--- config.mk ---
export PLATFORM = sky130hd
export DESIGN_NAME = do_binarize_mean
export DESIGN_NICKNAME = d
export VERILOG_FILES = /design/src/rtl/do_binarize_mean_pkg.sv /design/src/rtl/do_binarize_mean_buf2_addr_sweep.sv /design/src/rtl/do_binarize_mean.sv
export SDC_FILE = /design/constraint.sdc
export NUM_CORES = 1
export LEC_CHECK = 0
export BUFFER_PORTS_ARGS = -buffer_cell sky130_fd_sc_hd__buf_2
export CAP_MARGIN = 10
export CORE_ASPECT_RATIO = 0.5
export CORE_MARGIN = 1.5
export CORE_UTILIZATION = 36
export CTS_CLUSTER_DIAMETER = 30
export CTS_CLUSTER_SIZE = 20
export DETAILED_ROUTE_END_ITERATION = 8
export PLACE_DENSITY = 0.62
export SETUP_SLACK_MARGIN = 0.02
export SLEW_MARGIN = 10
export SYNTH_ARGS = -nofsm -noshare
export SYNTH_HDL_FRONTEND = slang
export SYNTH_SLANG_ARGS = --single-unit
--- constraint.sdc ---
create_clock -name clk_i -period 8.6 [get_ports clk_i]
set_clock_uncertainty 0.1 [all_clocks]
set_input_delay 1.72 -clock clk_i [delete_from_list [all_inputs] [get_ports clk_i]]
set_output_delay 1.72 -clock clk_i [all_outputs]
set_load 0.005 [all_outputs]
--- src/rtl/do_binarize_mean_pkg.sv ---
// rtl/do_binarize_mean_pkg.sv - shared constants and state encoding for the do_* filter stages
package do_binarize_mean_pkg;

  localparam int NUM_PIXELS = 76800;
  localparam int ADDR_W     = 17;
  localparam int PIX_W      = 12;
  localparam int SUM_W      = 21;

  localparam logic [PIX_W-1:0] WHITE = 12'hFFF;
  localparam logic [PIX_W-1:0] BLACK = 12'h000;

  typedef enum logic [2:0] {
    ST_IDLE,
    ST_SUM,
    ST_SUM_FLUSH,
    ST_BIN,
    ST_BIN_FLUSH,
    ST_DONE
  } state_e;

endpackage

--- src/rtl/do_binarize_mean_buf2_addr_sweep.sv ---
// rtl/do_binarize_mean_buf2_addr_sweep.sv - one-shot 0..NUM_PIXELS-1 address sweep over frame buffer 2
module buf2_addr_sweep #(
  parameter int NUM_PIXELS = do_binarize_mean_pkg::NUM_PIXELS,
  parameter int ADDR_W     = do_binarize_mean_pkg::ADDR_W
) (
  input  logic              clk_i,
  input  logic              rst_ni,
  input  logic              start_i,
  output logic [ADDR_W-1:0] addr_o,
  output logic [ADDR_W-1:0] wraddr_o,
  output logic              last_o,
  output logic              rd_vld_o
);

  localparam logic [ADDR_W-1:0] LAST_ADDR = ADDR_W'(NUM_PIXELS - 1);

  logic              active_q, active_d;
  logic [ADDR_W-1:0] addr_q, addr_d;
  logic [ADDR_W-1:0] wraddr_q;
  logic              rd_vld_q;

  assign last_o   = active_q && (addr_q == LAST_ADDR);
  assign addr_o   = addr_q;
  assign wraddr_o = wraddr_q;
  assign rd_vld_o = rd_vld_q;

  // The counter parks at 0 after the last address so it never runs past the frame.
  always_comb begin
    addr_d   = addr_q;
    active_d = active_q;
    if (start_i) begin
      addr_d   = '0;
      active_d = 1'b1;
    end else if (last_o) begin
      addr_d   = '0;
      active_d = 1'b0;
    end else if (active_q) begin
      addr_d = addr_q + ADDR_W'(1);
    end
  end

  always_ff @(posedge clk_i or negedge rst_ni) begin
    if (!rst_ni) begin
      active_q <= 1'b0;
      addr_q   <= '0;
      wraddr_q <= '0;
      rd_vld_q <= 1'b0;
    end else begin
      active_q <= active_d;
      addr_q   <= addr_d;
      rd_vld_q <= active_q;
      if (active_q) wraddr_q <= addr_q;
    end
  end

endmodule

--- src/rtl/do_binarize_mean.sv ---
// rtl/do_binarize_mean.sv - two-pass in-place mean threshold of frame buffer 2
module do_binarize_mean #(
  parameter int NUM_PIXELS = do_binarize_mean_pkg::NUM_PIXELS,
  parameter int ADDR_W     = do_binarize_mean_pkg::ADDR_W,
  parameter int PIX_W      = do_binarize_mean_pkg::PIX_W,
  parameter int SUM_W      = do_binarize_mean_pkg::SUM_W
) (
  input  logic              clk_i,
  input  logic              rst_ni,
  input  logic              enable_filter,
  output logic              led_done,
  output logic [ADDR_W-1:0] rdaddr_buf2,
  input  logic [PIX_W-1:0]  din_buf2,
  output logic [ADDR_W-1:0] wraddr_buf2,
  output logic [PIX_W-1:0]  dout_buf2,
  output logic              we_buf2
);
  import do_binarize_mean_pkg::*;

  localparam logic [SUM_W-1:0] NPIX_S = SUM_W'(NUM_PIXELS);

  state_e           state_q;
  logic [SUM_W-1:0] sum_q;
  logic             led_done_q;

  logic             sweep_start;
  logic             sweep_last;
  logic             rd_vld;
  logic [3:0]       grey;
  logic [SUM_W-1:0] grey_scaled;
  logic             unused_hi;

  assign grey      = din_buf2[3:0];
  assign unused_hi = ^din_buf2[PIX_W-1:4];

  // Restart the sweep on a run start and again between the two passes.
  assign sweep_start = ((state_q == ST_IDLE) && enable_filter) || (state_q == ST_SUM_FLUSH);

  buf2_addr_sweep #(
    .NUM_PIXELS(NUM_PIXELS),
    .ADDR_W    (ADDR_W)
  ) u_sweep (
    .clk_i   (clk_i),
    .rst_ni  (rst_ni),
    .start_i (sweep_start),
    .addr_o  (rdaddr_buf2),
    .wraddr_o(wraddr_buf2),
    .last_o  (sweep_last),
    .rd_vld_o(rd_vld)
  );

  // grey > sum/N rewritten as grey*N > sum, so no divider is needed.
  assign grey_scaled = SUM_W'(grey) * NPIX_S;
  assign we_buf2     = rd_vld && ((state_q == ST_BIN) || (state_q == ST_BIN_FLUSH));
  assign dout_buf2   = (we_buf2 && (grey_scaled > sum_q)) ? WHITE : BLACK;
  assign led_done    = led_done_q;

  always_ff @(posedge clk_i or negedge rst_ni) begin
    if (!rst_ni) begin
      state_q    <= ST_IDLE;
      sum_q      <= '0;
      led_done_q <= 1'b0;
    end else begin
      led_done_q <= (state_q == ST_DONE);
      if (rd_vld && ((state_q == ST_SUM) || (state_q == ST_SUM_FLUSH)))
        sum_q <= sum_q + SUM_W'(grey);
      case (state_q)
        ST_IDLE: begin
          if (enable_filter) begin
            sum_q   <= '0;
            state_q <= ST_SUM;
          end
        end
        ST_SUM:       if (sweep_last) state_q <= ST_SUM_FLUSH;
        ST_SUM_FLUSH: state_q <= ST_BIN;
        ST_BIN:       if (sweep_last) state_q <= ST_BIN_FLUSH;
        ST_BIN_FLUSH: state_q <= ST_DONE;
        ST_DONE:      if (!enable_filter) state_q <= ST_IDLE;
        default:      state_q <= ST_IDLE;
      endcase
    end
  end

endmodule
---- After elaboration in Yosys (flattened, before gate mapping) ----
Cells that the tools add are included.
word-level totals
  bits of input ports ..................... 15
  output and inout bits ................... 48
  register bits ........................... 61
  word-level logic and storage cells ...... 47
operators by class
  reductions and logical operators ........ 12
  $lt $le $gt $ge ......................... 1
  multipliers ............................. 1
  $add $sub $neg .......................... 2
  mux-type cells .......................... 14
  equality and inequality tests ........... 10
operators with widths
  cell                     count
  $mux W21                 3
  $mux W17                 3
  $add A21 B4 Y21          1
  $gt A21 B21 Y1           1
  $pmux W3 S6              1
  $add A17 B1 Y17 const B  1
  $eq A17 B17 Y1 const B   1
  $mux W12                 1
  $mux W3                  4
  $mul A4 B7 Y11 const B   1
  $ne A2 B2 Y1 const B     4
  $eq A3 B2 Y1 const B     2
  $eq A3 B3 Y1 const B     2
  $logic_and A1 B1 Y1      5
  $reduce_and A4 Y1        1
  $eq A3 B1 Y1 const B     1
  $logic_not A3 Y1         1
  $logic_or A1 B1 Y1       3
  $reduce_bool A3 Y1       1
  $mux W1                  2
  $reduce_bool A2 Y1       1

---- Depth between registers and ports, before layout ----
Gate-level depths: netlist of the first run.
  word-level depth ........................ 6
  depth in mapped cells ................... 15
  mapped depth without buffers ............ 14

---- By module ----
From an unflattened synthesis of the first run, not the netlist that was laid out.
second synthesis, totals
  cell total of the unflattened synthesis .. 382
  area, all modules ....................... 3798.6 µm²
modules (own cells, without submodules)
  module            cells each  area each (µm²)  times used  seq. area each (µm²)
  do_binarize_mean  251         2204.6           1           625.6
  buf2_addr_sweep   131         1594.0           1           900.9

---- Least setup slack after synthesis of the first run ----
Ideal clock, no wire load.
  path kind ............................... input -> output
  from .................................... in din_buf2[2]
  to ...................................... out dout_buf2[10]
  buffers on the path ..................... 1
  path slack .............................. 1759 ps
  arrival ................................. 5021 ps
  stages .................................. 15
  required time ........................... 6780 ps
  cells stage by stage .................... ha_1 -> inv_1 -> fa_1 -> inv_1 -> ha_1 -> a21o_1 -> a21oi_1 -> nand3b_1 -> nand3_1 -> ha_1 -> a21o_1 -> a21o_1 -> a21oi_1 -> a211oi_1 -> buf_4
on the way
  longest elaborated chain between the ends .. 4
ends and longest elaborated chain
  what                 line                    text
  start, declared      do_binarize_mean.sv:13  input logic [PIX_W-1:0] din_buf2,
  $mul A4 B7 Y11       do_binarize_mean.sv:53  assign grey_scaled = SUM_W'(grey) * NPIX_S;
  $gt A21 B21 Y1       do_binarize_mean.sv:55  assign dout_buf2 = (we_buf2 && (grey_scaled > sum_q)) ? WHITE : BLACK;
  $logic_and A1 B1 Y1  do_binarize_mean.sv:55
  $mux W12             do_binarize_mean.sv:55
  end, declared        do_binarize_mean.sv:15  output logic [PIX_W-1:0] dout_buf2,
No other way between the ends.

---- Final worst setup path of the first run ----
  from .................................... in din_buf2[3]
  to ...................................... out dout_buf2[2]
The elaborated chain is that of the path after synthesis.

==> run summary, run 1 <==
area of the mapped netlist = 3732 um2
crit-path cells = buf_2, ha_1, inv_1, fa_1, inv_1, ha_1, a21o_1, a21oi_1, o21ai_0, and3b_1, ha_1, nand4_1, o21bai_1, a211oi_1, buf_2
clock latency on the worst-skew pair = 0.33 ns
Slowest cell on crit path = a211oi_1
peak supply drop = 0.1370 mV
Worst EP arrival = 5.30 ns
outcome = finished clean
Req. time, crit path = 6.78 ns
initial antenna violation count = 0
htree depth = 3
share of cells above drive strength 1 = 0.2173
die height = 75 um
Avg WL per Cell = 13.70 um
RSZ-0062 raised after global routing = no
register bit total from synthesis = 61
fin crit share = 0.8276
post-CTS setup buffers = 0
Vias per Instance = 5.085
Pwr Density = 257.7 nW/um2
vias in the first global route = 2650
Ant. Diodes = 0
DRT Pass-1 Iters = 4
final WL = 7781 um
most used cell, CP = ha_1
Max Fclk = 0.1405 GHz
drt initial violations = 89
input/output buffers = 54
Post-synth EDFFs = 0
clock buffer depth = 2
gpl congestion = 0.7623
Vias = 2888
top_reg_cell synth = dfrtp_1
register area share after synthesis = 0.4090
Max-slew headroom = 0.2695
Final ANT Viol Nets = 0
aggregate global-route resource usage = 0.1489
Detailed Place HPWL = 5457 um
fin. max-slew vios = 0
max incr delay on CP = 0.68 ns
Gate power share = 0.291
Initial Utilization = 0.3677
actual slew at the worst max-slew pin = 1.093 ns
grt total ovfl = 0
switch share = 0.3337
TritonCTS buffer count = 9
synthesized net count = 425
worst min path class = reg2reg
Post-synth ARST share = 1.000
CP endpoint kind = output port
cell count after synthesis = 379
Internal = 0.7476 mW
DR DRC count = 0
Clock power frac = 0.313
clk slew on worst S/H paths = 0.05 ns
syn_area_per_cell = 9.848 um2
Synth area leaders = dfrtp_1 (41%), ha_1 (9.7%), mux2_2 (5.4%), xnor2_1 (3.8%), mux2i_1 (3.2%)
Hold Buf Count CTS = 0
crit path max fanout = 12
largest net degree at the start of global routing = 62
final hold violations = 0
Setup Viol. Count Final = 0
I/O pins = 63
# fillers = 1012
P_leak = 2.047 nW
first-pass GRT wire length = 12850 um
Non-Filler Cell Area, Final = 4354 um2
Post-CTS Resized = 0
P_sw = 0.3744 mW
Netlist cell types = 45
CTS tree = yes
CP Launch Type = input pin
Final #Nets = 469
Die W = 147.0 um
Die ar. = 11020 um2
Layout area overhead = 16.66%
core area = 10150 um2
cell taking the most area after synthesis = dfrtp_1
clock root cell = clkbuf_16
post-route minimum period = 7.118 ns
sequential power share = 0.396
DP Area = 4061 um2
Site Rows = 26
clk sink count = 61
critical path type = in2out
Synth Warn # = 0
total of max-cap violations = 0
top cell type's share of synthesized area = 0.4090
setup TNS = 0 ns
[path summary, 6_finish.rpt]
check	from	endpoint	slack, ns	depth (start not counted)
setup / recovery	din_buf2[3]	dout_buf2[2]	1.48	15
hold / removal	sum_q[20]	sum_q[20]	0.37	1
setup reg to reg	u_sweep.active_q	u_sweep.addr_o[16]	6.17	5
hold reg to reg	sum_q[20]	sum_q[20]	0.37	1
max in group asynchronous	rst_ni	u_sweep.wraddr_o[4]	6.41	2
min in group asynchronous	rst_ni	sum_q[2]	1.43	2
[cell usage after synthesis (3+ instances only)]
cell      number
nor4_1        10
nor2b_1        3
mux2i_1       12
a21oi_1       19
nand2_1       31
dfrtp_1       61
nand3b_1       4
nand3_1       13
xnor2_1       16
o31ai_1        7
a21o_1         8
xor2_1         5
o21ai_0        8
inv_1         22
nor3b_1        3
nor2_1        28
mux2_2        18
nand4_1       12
nor4b_1        4
a211oi_1       4
or4_1          6
clkbuf_1       6
buf_4         13
nor3_1         9
ha_1          29
[sequential cells by signal (all words and copies together) (netlist names)]
register          cells
state_q               3
u_sweep.wraddr_o     17
led_done              1
u_sweep.addr_o       17
u_sweep.rd_vld_o      1
sum_q                21
u_sweep.active_q      1
[worst max-delay path, delay by kind of cell]
kind,cells,cell delay (ns)
buffers and inverters,4,0.51
AND/OR/NAND/NOR,2,0.33
adder cells (fa/ha/maj),4,1.33
AO/OA/AOI/OAI,5,1.42
[cell type report]
| cell class | instances | area [um2] | share of cell area |
|---|---|---|---|
| inverters | 22 | 82.58 | 0.01897 |
| multi-input cells | 273 | 1992 | 0.4575 |
| flip-flops and latches | 61 | 1526 | 0.3506 |
| clock buffers | 10 | 229.0 | 0.05259 |
| clock inverters | 6 | 63.81 | 0.01466 |
| repair buffers | 56 | 285.3 | 0.06552 |
| well taps | 140 | 175.2 | 0.04023 |
[stage by stage]
stage	hold WS [ns]	power, mW	std cells	worst slack [ns]	utilization
2_1_floorplan	0.2519	0.6546	379	1.759	-
3_3_place_gp	0.3648	0.7716	552	1.524	0.4001
3_5_place_dp	0.3710	0.7766	552	1.480	0.4001
4_1_cts	0.3782	1.136	568	1.429	0.4290
5_1_grt	0.4143	1.206	568	1.131	0.4290
6_report	0.3681	1.122	568	1.482	0.4290
[kinds of logic (layout without fill, tap and decap cells)]
logic type      count (synthesis)  in the layout  share of synthesized area
xor+xnor                       21             21                    0.04928
buf+inv                        45             94                    0.05900
flops                          61             61                     0.4090
fa+ha+maj                      31             31                     0.1079
compound gates                 56             56                    0.09622
simple gates                  135            135                     0.1921
mux                            30             30                    0.08649
[routing by layer]
metal,share of wire,vias to the layer above,global-route usage
met2,0.43,59,0.2411
li1,-,1448,-
met5,0,-,0
met3,0.046,12,0.04061
met1,0.51,1369,0.1955
met4,0.013,0,0.05444
[placed cells by master, fill, tap and decap left out, types with 3 or more instances in the layout]
| cell type | netlist | routed |
|---|---|---|
| o21ai_0 | 8 | 8 |
| o31ai_1 | 7 | 7 |
| nor4b_1 | 4 | 3 |
| xor2_1 | 5 | 5 |
| or4_1 | 6 | 6 |
| nand2_1 | 31 | 31 |
| mux2i_1 | 12 | 12 |
| nand3b_1 | 4 | 4 |
| ha_1 | 29 | 29 |
| dfrtp_1 | 61 | 61 |
| nand3_1 | 13 | 13 |
| nor3_1 | 9 | 9 |
| nand4_1 | 12 | 12 |
| nor3b_1 | 3 | 3 |
| buf_2 | 2 | 54 |
| a21oi_1 | 19 | 19 |
| nor2b_1 | 3 | 3 |
| clkbuf_16 | 0 | 9 |
| nor2_1 | 28 | 28 |
| xnor2_1 | 16 | 16 |
| a21o_1 | 8 | 8 |
| mux2_2 | 18 | 18 |
| nor4_1 | 10 | 10 |
| inv_1 | 22 | 22 |
| a211oi_1 | 4 | 4 |
[power groups by stage]
stage / registers, mW / logic (mW) / clock network [mW]
floorplan: 0.437 / 0.218 / 0
global placement: 0.447 / 0.324 / 0
detailed placement: 0.448 / 0.328 / 0
CTS: 0.445 / 0.330 / 0.362
global route: 0.460 / 0.374 / 0.372
finish: 0.444 / 0.327 / 0.351
(Power assumes the default switching activity.)
==> run 2: changes to the inputs <==
--- a/config.mk
+++ b/config.mk
@@ -13,7 +13,7 @@
 export CTS_CLUSTER_DIAMETER = 30
 export CTS_CLUSTER_SIZE = 20
 export DETAILED_ROUTE_END_ITERATION = 8
-export PLACE_DENSITY = 0.62
+export PLACE_DENSITY = 0.64
 export SETUP_SLACK_MARGIN = 0.02
 export SLEW_MARGIN = 10
 export SYNTH_ARGS = -nofsm -noshare
==> constraint.sdc (replaced) <==
create_clock -name clk_i -period 6 [get_ports clk_i]
set_clock_uncertainty 0.1 [all_clocks]
set_input_delay 1.2 -clock clk_i [delete_from_list [all_inputs] [get_ports clk_i]]
set_output_delay 1.2 -clock clk_i [all_outputs]
set_load 0.005 [all_outputs]
==> run 2 against run 1 <==
- flip-flop and latch count stayed put
- critical path depth stayed put
- sequential power increased by 43%
- routed wire length up 0.44%
- combinational power rose by 46%
- final cell count up 0.35%
- critical endpoint is now dout_buf2[10]
- largest cell class unchanged
==> run summary, run 2 (synthesized netlist as in run 1, its figures left out) <==
initial antenna violation count = 0
commonest non-fill, non-tap cell in the layout = dfrtp_1
first-pass GRT wire length = 12890 um
Max-slew headroom = 0.3083
Site Rows = 26
post-route minimum period = 5.705 ns
Ant. Diodes = 0
# fillers = 1004
Top Family by Delay on Critical Path = adder cells
most used cell, CP = ha_1
dpl ws = -0.08951 ns
gpl congestion = 0.7785
most frequent cells in the layout = dfrtp_1 (61), buf_2 (54), nand2_1 (31), ha_1 (29), nor2_1 (28)
Final #Nets = 471
DRT Pass-1 Iters = 4
CTS tree = yes
final hold slack = 0.3723 ns
Vias = 2954
crit-path cells = buf_2, ha_1, inv_1, fa_1, inv_1, ha_1, a21o_1, a21oi_2, o21ai_0, and3b_1, ha_1, nand4_1, o21bai_2, a211oi_4, buf_2
WP buf/inv = 4
post-CTS setup buffers = 0
Vias per Instance = 5.182
RSZ-0062 raised after global routing = no
Initial Utilization = 0.3677
aggregate global-route resource usage = 0.1473
CP Launch Type = input pin
Worst Setup Slack, final = 0.2954 ns
DR DRC count = 0
input/output buffers = 54
fin crit share = 0.9508
crit path max fanout = 6
critical path type = in2out
DP Area = 4069 um2
P_sw = 0.5337 mW
I/O pins = 63
Internal = 1.085 mW
TritonCTS buffer count = 9
Largest register FFs = 21
Slowest cell on crit path = fa_1
Non-Filler Cell Area, Final = 4410 um2
share of cells above drive strength 1 = 0.2279
peak supply drop = 0.2019 mV
vias in the first global route = 2723
Layout area overhead = 18.17%
Req. time, crit path = 4.70 ns
setup TNS = 0 ns
total of max-cap violations = 0
htree depth = 3
DRT met1 WL = 3990 um
drt initial violations = 121
fin. max-slew vios = 0
Setup Viol. Count Final = 0
Die ar. = 11020 um2
clk sink count = 61
Hold Buf Count CTS = 0
Reg with most FFs = sum_q
Detail Route met3 WL = 324 um
Max Fclk = 0.1753 GHz
Final ANT Viol Nets = 0
clock latency on the worst-skew pair = 0.32 ns
P_leak = 2.071 nW
Worst EP arrival = 4.40 ns
Avg WL per Cell = 13.71 um
largest net degree at the start of global routing = 62
Pwr Density = 367.0 nW/um2
clock root cell = clkbuf_16
Die W = 147.0 um
CP endpoint kind = output port
die height = 75 um
final WL = 7815 um
worst min path class = reg2reg
clk slew on worst S/H paths = 0.05 ns
core area = 10150 um2
Clock power frac = 0.312
met2 WL = 3443 um
final hold violations = 0
Detailed Place HPWL = 5516 um
outcome = finished clean
grt total ovfl = 0
Gate power share = 0.294
max incr delay on CP = 0.53 ns
sequential power share = 0.394
switch share = 0.3297
clock buffer depth = 2
uppermost routed layer = met4
actual slew at the worst max-slew pin = 1.035 ns
-- run 2: worst reg2reg max path, stage by stage (launching register included) --
cell	delay, ns
dfrtp_1	0.32
buf_4	0.30
nand4_1	0.44
nor3_1	0.58
a31o_2	0.46
nor2_1	0.10
-- run 2: area by class of cell --
cell class | instances | area [um2] | share of cell area
multi-input combinational | 274 | 2039 | 0.4624
sequential | 61 | 1526 | 0.3461
timing repair buffer | 57 | 292.8 | 0.06638
clock buffer | 12 | 246.5 | 0.05589
tap | 140 | 175.2 | 0.03972
inverter | 22 | 82.58 | 0.01872
clock inverter | 4 | 47.55 | 0.01078
-- run 2: repair_timing --
item | CTS | global route
endpoints found under the setup margin | 12 | 12
cloned | 0 | 1
pin swaps | 0 | 2
resized for setup | 1 | 5
hold endpoints to repair | 0 | 0
-- run 2: per-stage QoR --
step | total power [mW] | util | std cells
after floorplan | 0.9383 | - | 379
after global placement | 1.105 | 0.4009 | 553
after detailed placement | 1.117 | 0.4009 | 553
after CTS | 1.633 | 0.4304 | 569
after global routing | 1.739 | 0.4345 | 570
final | 1.619 | 0.4345 | 570
-- run 2: routing by layer --
layer | up-vias | track usage
met3 | 8 | 0.03818
met5 | - | 0
met1 | 1427 | 0.1983
li1 | 1459 | -
met2 | 60 | 0.2416
met4 | 0 | 0.03667
-- run 2: worst paths after layout --
check | start | endpoint | slack [ns] | cells after the start
min in group asynchronous | rst_ni | sum_q[1] | 0.93 | 2
max reg2reg | u_sweep.active_q | u_sweep.addr_o[8] | 3.57 | 5
max | din_buf2[2] | dout_buf2[10] | 0.30 | 15
max in group asynchronous | rst_ni | u_sweep.addr_o[14] | 4.32 | 2
min reg2reg | sum_q[20] | sum_q[20] | 0.37 | 1
min | sum_q[20] | sum_q[20] | 0.37 | 1
-- run 2: power groups by stage --
stage	sequential [mW]	combinational, mW	clock (mW)
after global placement	0.640	0.465	0
after CTS	0.638	0.476	0.519
final	0.637	0.476	0.505
after global routing	0.660	0.542	0.537
after detailed placement	0.644	0.472	0
after floorplan	0.626	0.312	0
==> run 3: changes to the inputs <==
--- a/config.mk
+++ b/config.mk
@@ -9,11 +9,11 @@
 export CAP_MARGIN = 10
 export CORE_ASPECT_RATIO = 0.5
 export CORE_MARGIN = 1.5
-export CORE_UTILIZATION = 36
+export CORE_UTILIZATION = 45
 export CTS_CLUSTER_DIAMETER = 30
 export CTS_CLUSTER_SIZE = 20
 export DETAILED_ROUTE_END_ITERATION = 8
-export PLACE_DENSITY = 0.64
+export PLACE_DENSITY = 0.76
 export SETUP_SLACK_MARGIN = 0.02
 export SLEW_MARGIN = 10
 export SYNTH_ARGS = -nofsm -noshare
==> run 3 against run 2 <==
- maximum frequency decreased by 0.60%
- clock power increased by 9.7%
- flip-flop and latch count unchanged
- total power increased by 3.1%
- global-route usage increased by 3.7 points
- critical path depth increased by 1
- non-clock buffer count increased by 2
- highest routed layer unchanged
==> run summary, run 3 (synthesized netlist as in run 1, its figures left out) <==
outcome = finished clean
share of cells above drive strength 1 = 0.2297
actual slew at the worst max-slew pin = 0.8443 ns
initial antenna violation count = 0
switch share = 0.3298
Die W = 131.8 um
critical path type = in2out
Final ANT Viol Nets = 0
Clock power frac = 0.332
fin. max-slew vios = 0
Layout area overhead = 17.83%
DR DRC count = 0
total of max-cap violations = 0
met1 Usage GRT = 0.2398
Vias per Instance = 5.411
core area = 8029 um2
Detailed Place HPWL = 5394 um
clock latency on the worst-skew pair = 0.33 ns
r2r setup slk = 3.56 ns
first-pass GRT wire length = 12970 um
commonest non-fill, non-tap cell in the layout = dfrtp_1
Setup Viol. Count Final = 0
Reg with most FFs = sum_q
most frequent cells in the layout = dfrtp_1 (61), buf_2 (54), nand2_1 (31), ha_1 (29), nor2_1 (28)
CP Launch Type = input pin
Hold Path Cell Cnt = 1
die height = 67.40 um
Gate power share = 0.285
post-route minimum period = 5.739 ns
min-delay src = sum_q[20]
Max-slew headroom = 0.4320
sequential power share = 0.383
Ant. Diodes = 0
gpl congestion = 0.7872
aggregate global-route resource usage = 0.1840
RSZ-0062 raised after global routing = no
GR met3 Demand/Resource = 0.04730
worst min path class = reg2reg
P_leak = 2.093 nW
grt total ovfl = 0
clock buffer depth = 2
Max Fclk = 0.1743 GHz
Avg WL per Cell = 14.08 um
fin crit share = 0.9565
Largest register FFs = 21
CTS tree = yes
Hold Buf Count CTS = 0
Worst Hold End = sum_q[20]
Vias = 2938
final WL = 7647 um
Final #Nets = 472
I/O pins = 63
# fillers = 725
setup TNS = 0 ns
Worst EP arrival = 4.44 ns
DRT Pass-1 Iters = 4
Internal = 1.118 mW
P_sw = 0.5504 mW
FF-to-FF Start = u_sweep.active_q
Pwr Density = 379.5 nW/um2
TritonCTS buffer count = 9
final hold violations = 0
largest net degree at the start of global routing = 62
Initial Utilization = 0.4649
Req. time, crit path = 4.70 ns
M2 GR Usage = 0.3099
GR peak layer = met2
Reg2Reg Depth = 5
htree depth = 3
clk slew on worst S/H paths = 0.06 ns
clock root cell = clkbuf_16
clk sink count = 61
Die ar. = 8882 um2
vias in the first global route = 2777
peak supply drop = 0.2794 mV
drt initial violations = 129
CP endpoint kind = output port
crit path max fanout = 12
input/output buffers = 54
Site Rows = 23
RR Endpoint = u_sweep.addr_o[16]
final hold slack = 0.3727 ns
-- run 3: cell types whose count changed in the layout (fill, tap and decap cells not counted), sizes merged --
| cell | before | now |
|---|---|---|
| clkbuf | 12 | 9 |
| inv | 22 | 23 |
| a211oi | 5 | 4 |
| buf | 57 | 59 |
| bufinv | 1 | 2 |
| clkinv | 2 | 3 |
-- run 3: what timing repair did --
item / 4_1_cts / 5_1_grt
pin swaps: 0 / 1
setup endpoints to repair: 12 / 12
endpoints found under the hold margin: 0 / 0
buffers inserted: 0 / 1
gates resized for setup: 1 / 4
-- run 3: power groups by stage --
stage | logic, mW | clock network, mW | registers, mW
floorplan | 0.312 | 0 | 0.626
global placement | 0.459 | 0 | 0.637
detailed placement | 0.472 | 0 | 0.644
CTS | 0.477 | 0.565 | 0.638
global route | 0.535 | 0.582 | 0.660
finish | 0.475 | 0.554 | 0.639
-- run 3: layer usage --
layer	wire (um)	share of wire
met1	3834	0.50
met2	3542	0.46
met3	236	0.031
met4	34	0.0044
met5	0	0
-- run 3: how the worst max path moves through the flow --
stage	startpoint	end	cells after the start
after floorplan	din_buf2[2]	dout_buf2[10]	15
after global placement	din_buf2[2]	dout_buf2[10]	15
final	din_buf2[2]	dout_buf2[8]	16
after CTS	din_buf2[2]	dout_buf2[1]	15
after detailed placement	din_buf2[2]	dout_buf2[1]	15
after global routing	din_buf2[2]	dout_buf2[1]	16
-- run 3: cell type report --
cell class / instances / area (um2) / area share
flip-flops and latches: 61 / 1526 / 0.3471
well taps: 112 / 140.1 / 0.03186
clock inverters: 7 / 98.84 / 0.02248
inverters: 22 / 82.58 / 0.01878
clock buffers: 9 / 225.2 / 0.05121
repair buffers: 59 / 307.8 / 0.06999
multi-input cells: 273 / 2017 / 0.4586
-- run 3: worst max-delay path: stages --
cell      delay, ns
buf_2          0.14
ha_1           0.28
inv_1          0.05
fa_1           0.53
inv_1          0.06
ha_1           0.22
a21o_1         0.19
a21oi_2        0.21
o21ai_0        0.10
and3b_1        0.18
ha_1           0.30
nand4_1        0.18
o21bai_1       0.24
a211oi_4       0.23
buf_4          0.18
buf_2          0.12
-- run 3: metrics by stage --
stage / utilization / worst slack [ns] / power [mW] / area, um2 / instances
floorplan: - / 0.1988 / 0.9383 / 3732 / 379
global placement: 0.5026 / 0.002042 / 1.096 / 4035 / 526
detailed placement: 0.5026 / -0.07793 / 1.116 / 4035 / 526
CTS: 0.5436 / 0.1728 / 1.680 / 4364 / 542
global route: 0.5478 / 0.05467 / 1.777 / 4398 / 543
finish: 0.5478 / 0.2611 / 1.669 / 4398 / 543
